<file path="src/rtl/dcache_responder.sv">
// rtl/dcache_responder.sv - direct-mapped write-through data cache responder with LL/SC link and halt flush
module dcache_responder #(
  parameter int SETS  = 8,
  parameter int TAG_W = 30 - $clog2(SETS)
) (
  input  logic        CLK,
  input  logic        RST,
  input  logic        halt,
  input  logic        dmemREN,
  input  logic        dmemWEN,
  input  logic        datomic,
  input  logic [31:0] dmemaddr,
  input  logic [31:0] dmemstore,
  output logic        dhit,
  output logic [31:0] dmemload,
  output logic        flushed,
  output logic        dREN,
  output logic        dWEN,
  output logic [31:0] daddr,
  output logic [31:0] dstore,
  input  logic        dwait,
  input  logic [31:0] dload
);
  localparam int IDX = $clog2(SETS);

  typedef enum logic [2:0] {IDLE, FILL, WRITE, FLUSH, DONE} state_t;
  state_t state, state_nx;

  logic [SETS-1:0]  valid;
  logic [TAG_W-1:0] tag_arr  [SETS];
  logic [31:0]      data_arr [SETS];
  logic             link_valid;
  logic [29:0]      link_addr;
  logic [IDX-1:0]   cnt;
  logic             boot;
  logic             halt_pend;

  logic [IDX-1:0]   idx;
  logic [TAG_W-1:0] tag;
  logic             line_hit, sc_ok, quiet, unused_ok;
  logic             hit_c, ren_c, wen_c, fill_done, write_done, ll_set;
  logic [31:0]      load_c, store_c;

  assign idx       = dmemaddr[1+IDX:2];
  assign tag       = dmemaddr[31:2+IDX];
  assign line_hit  = valid[idx] && (tag_arr[idx] == tag);
  assign sc_ok     = link_valid && (link_addr == dmemaddr[31:2]);
  assign unused_ok = &{1'b0, dmemaddr[1:0]};
  // Outputs are silenced during reset and for the single cycle following it.
  assign quiet     = RST || boot;

  always_comb begin
    state_nx   = state;
    hit_c      = 1'b0;
    load_c     = '0;
    ren_c      = 1'b0;
    wen_c      = 1'b0;
    store_c    = '0;
    fill_done  = 1'b0;
    write_done = 1'b0;
    case (state)
      IDLE: if (!boot) begin
        if (halt) state_nx = FLUSH;
        else if (dmemWEN) begin
          if (datomic && !sc_ok) hit_c = 1'b1;  // failed SC answers at once with 0
          else state_nx = WRITE;
        end else if (dmemREN) begin
          if (line_hit) begin
            hit_c  = 1'b1;
            load_c = data_arr[idx];
          end else state_nx = FILL;
        end
      end
      FILL: begin
        ren_c = 1'b1;
        if (!dwait) begin
          hit_c     = 1'b1;
          load_c    = dload;
          fill_done = 1'b1;
          state_nx  = (halt || halt_pend) ? FLUSH : IDLE;
        end
      end
      WRITE: begin
        wen_c   = 1'b1;
        store_c = dmemstore;
        if (!dwait) begin
          hit_c      = 1'b1;
          load_c     = {31'b0, datomic};
          write_done = 1'b1;
          state_nx   = (halt || halt_pend) ? FLUSH : IDLE;
        end
      end
      FLUSH: if (cnt == IDX'(SETS-1)) state_nx = DONE;
      DONE: state_nx = DONE;
      default: state_nx = IDLE;
    endcase
  end

  assign ll_set   = hit_c && datomic && dmemREN && !dmemWEN;
  assign dhit     = hit_c && !quiet;
  assign dmemload = quiet ? 32'h0 : load_c;
  assign dREN     = ren_c && !quiet;
  assign dWEN     = wen_c && !quiet;
  assign daddr    = (!quiet && (ren_c || wen_c)) ? {dmemaddr[31:2], 2'b00} : 32'h0;
  assign dstore   = quiet ? 32'h0 : store_c;
  assign flushed  = (state == DONE) && !quiet;

  always_ff @(posedge CLK) begin
    if (RST) begin
      state      <= IDLE;
      valid      <= '0;
      link_valid <= 1'b0;
      link_addr  <= '0;
      cnt        <= '0;
      boot       <= 1'b1;
      halt_pend  <= 1'b0;
    end else begin
      state <= state_nx;
      boot  <= 1'b0;
      if ((state == FILL || state == WRITE) && halt) halt_pend <= 1'b1;
      if (fill_done) valid[idx] <= 1'b1;
      if (write_done && (datomic || link_addr == dmemaddr[31:2])) link_valid <= 1'b0;
      if (ll_set) begin
        link_valid <= 1'b1;
        link_addr  <= dmemaddr[31:2];
      end
      if (state == FLUSH) begin
        valid[cnt] <= 1'b0;
        cnt        <= cnt + IDX'(1);
      end
    end
  end

  // Tag/data arrays carry no reset; valid bits alone qualify them.
  always_ff @(posedge CLK) begin
    if (!RST && fill_done) begin
      tag_arr[idx]  <= tag;
      data_arr[idx] <= dload;
    end else if (!RST && write_done && line_hit) begin
      data_arr[idx] <= dmemstore;
    end
  end
endmodule

</file>
<file path="config.mk">
export PLATFORM = sky130hd
export DESIGN_NAME = dcache_responder
export DESIGN_NICKNAME = d
export VERILOG_FILES = /design/src/rtl/dcache_responder.sv
export SDC_FILE = /design/constraint.sdc
export NUM_CORES = 1
export LEC_CHECK = 0
export CORE_ASPECT_RATIO = 2
export CORE_MARGIN = 2
export CORE_UTILIZATION = 45
export CTS_CLUSTER_DIAMETER = 40
export DETAILED_ROUTE_END_ITERATION = 8
export GPL_ROUTABILITY_DRIVEN = 0
export SYNTH_ARGS = -nofsm -noshare
export SYNTH_HDL_FRONTEND = slang
export SYNTH_SLANG_ARGS = --single-unit
</file>
<file path="constraint.sdc">
create_clock -name CLK -period 12.06 [get_ports CLK]
set_input_delay 2.412 -clock CLK [delete_from_list [all_inputs] [get_ports CLK]]
set_output_delay 2.412 -clock CLK [all_outputs]
set_load 0.01 [all_outputs]
</file>
==> flow_metrics.tcl <==
set metrics [dict create \
    status "completed" \
    synthAdderAreaFrac_pct 0.114 \
    final_cell_mix "edfxtp_1 (472), clkdlybuf4s50_1 (194), mux2i_1 (103), nand2_1 (79)" \
    dpl.hpwl_um 34300 \
    power.density_nw_per_um2 149 \
    hold_depth 2 \
    required_ns 9.65 \
    grt-ovfl-total 0 \
    groute.usage.overall_pct 21.9 \
    crit_fanout 41 \
    clock_skew_ns 0.0187 \
    syn_avg_cell_area_sq_um 15.5 \
    power_leakage_nw 8.88 \
    multiInputGateArea_sq_um 6590 \
    critPathLaunchType "input pin" \
    clock_path_buffers 3 \
    area_growth_pct 19.8 \
    p_clk_share_pct 39.1 \
    min_period_ns 9.58 \
    swShare_pct 22.9 \
    drt_pass1_iterations 5 \
    synth-seq-area-share_pct 68.7 \
    syn_area_sq_um 22000 \
    io_buffers 198 \
    finalMaxSlewViolations 0 \
    clkSlewWorstSetupHoldPaths_ns 0.07 \
    synth_top_family_by_area "multiplexers" \
    max_slew_margin_pct 13.4 \
    cts_buffers 48 \
    yosysTopAreaCellShare_pct 64.4 \
    seqPwrFrac_pct 51.3 \
    yosysTopAreaCell "edfxtp_1" \
    synth_compound_area_share_pct 6.34 \
    pin_count 203 \
    cts_sinks 519 \
    cp-end-kind "primary output" \
    antenna_found_initial 0 \
    htreeDepth 2 \
    cts_tree "built" \
    cts_resized 0 \
    finalSetupViolations 0 \
    hold_viol 0 \
    rsz0062_at_grt "no" \
    rows 114 \
    yosys_warnings 0 \
    power_switching_uw 896 \
    tightest_slew_ns 1.30 \
    initial_core_util_pct 45.5 \
    worstSkewPairLatency_ns 0.57 \
    fmax_mhz 104 \
    min_path_type "flip-flop to flip-flop" \
    tns_ns 0 \
    core_area_sq_um 48400 \
    power_mw 3.92 \
    post-cts-setup-buffers 0 \
    synth-seq-cells 519 \
    drc 0 \
    rr_worst_depth 9 \
    fin_nets 1724 \
    cts-hold-fix-buffers 0 \
    wl_per_cell_um 24.1 \
    wl_um 55300 \
    synth.area.mux_share_pct 13.1 \
    cts-root-buf "clkbuf_16" \
    drt_iter0_markers 843 \
    die_w_um 160 \
    vias 12919 \
    seqCellArea_sq_um 15100 \
    grt_first_pass_wirelength_um 83000 \
    place_area_sq_um 24800 \
    arrival_ns 7.17 \
    syn_inst 1422 \
    async_flop_share_pct 0 \
    viasPerCell 5.63 \
    stdcell_area_sq_um 26400 \
    power.internal_mw 3.02 \
    fin_crit_sh_pct 79.5 \
    synth_edf_count 472 \
    yosys-top-cells-area "edfxtp_1 (64%), mux4_2 (4.8%), mux2i_1 (4.7%)" \
    yosys.area_share.simple_pct 7.75 \
    antenna_left 0 \
    drive_gt1_share_pct 14.8 \
    yosysUniqueCellTypes 54 \
    ir_worst_vdd_mv 0.0919 \
    dieHeight_um 317 \
    p_comb_share_pct 9.6 \
    maxCapViolCount 0 \
    dieArea_sq_um 50800 \
    first_global_vias 13661 \
    grt_max_degree 90 \
    ys.flop_type "edfxtp_1" \
    crit_type "input pin to primary output" \
    diodes 0 \
    final_common_cell "edfxtp_1" \
    final.fill_count 3970 \
    fin_util_pct 54.5 \
    synth_xor_area_share_pct 2.07 \
]
-- cell usage after synthesis (4+ instances only) --
library cell	count
and3_1	6
xor2_1	31
clkbuf_1	49
or2_2	4
a31oi_1	9
o21ai_0	68
o211ai_1	10
mux2i_1	103
nand2b_1	68
nor2_1	48
nand2_1	79
mux2_4	32
edfxtp_1	472
nand4_1	5
nor4_1	11
and2_1	33
dfxtp_1	47
mux4_2	47
buf_6	6
xnor2_1	21
a22oi_1	15
buf_1	9
buf_2	20
nor2b_1	35
nand3_1	12
nor3_1	18
mux2_2	27
a21oi_1	37
o221ai_1	26
o22ai_1	32
buf_4	4
-- flip-flops by register name (all words and copies together) (netlist names) --
name and count:
data_arr 256, valid 8, link_valid 1, cnt 3, tag_arr 216, link_addr 30, boot 1, state 3
halt_pend 1
-- metal layers --
layer / global-route usage, % / up-vias / share of wire, %
met5: 0 / - / 0
met4: 7.78 / 0 / 3.3
met3: 2.31 / 102 / 4.0
met2: 42.4 / 372 / 55
met1: 24.8 / 6565 / 38
li1: - / 5880 / -
-- cells by family after synthesis --
kind of cell / Yosys count
xor gates and xnor gates: 52
AOI/OAI and AO/OA: 220
and+or+nand+nor: 327
adders and majority gates: 2
other: 1
DFF: 519
muxes: 209
buffers and inverters: 92
-- worst paths after layout --
path                            slack [ns]           start              end
worst max-delay path                  2.48     dmemaddr[3]      dmemload[8]
worst min-delay path                  0.48      link_valid       link_valid
worst min register to register        0.48      link_valid       link_valid
worst max register to register        7.00  tag_arr[7][16]  data_arr[3][16]
-- layout make-up --
| cell class | instances | share of cell area [%] |
|---|---|---|
| tap | 638 | 3.03 |
| sequential | 519 | 57.4 |
| timing repair buffer | 234 | 8.56 |
| clock inverter | 28 | 1.14 |
| multi-input combinational | 812 | 25.0 |
| clock buffer | 60 | 4.85 |
| inverter | 4 | 0.0570 |
-- worst max-delay path, stage by stage --
cell and delay (ns):
buf_4 0.54, nor2b_1 1.08, a22oi_1 0.29, a21o_1 0.24, a211oi_1 0.50, nand2_1 0.11, nor4_1 0.51, nand3_1 0.28
buf_4 0.32, o21ai_0 0.26, clkdlybuf4s50_1 0.58
-- metrics by stage --
stage	worst slack, ns	hold WS [ns]	instances
2_1_floorplan	4.62	0.429	1423
3_3_place_gp	2.46	0.446	2207
3_5_place_dp	2.39	0.476	2207
4_1_cts	2.36	0.489	2295
5_1_grt	2.15	0.516	2295
6_report	2.48	0.485	2295
-- power by group through the flow --
stage | clock network [mW] | logic (mW) | registers [mW]
after detailed placement | 0 | 0.381 | 2.05
final | 1.53 | 0.378 | 2.01
after floorplan | 0 | 0.218 | 2.04
after CTS | 1.56 | 0.383 | 2.01
after global placement | 0 | 0.376 | 2.05
after global routing | 1.63 | 0.411 | 2.01
Note: power is estimated with default switching activity, not from simulation.
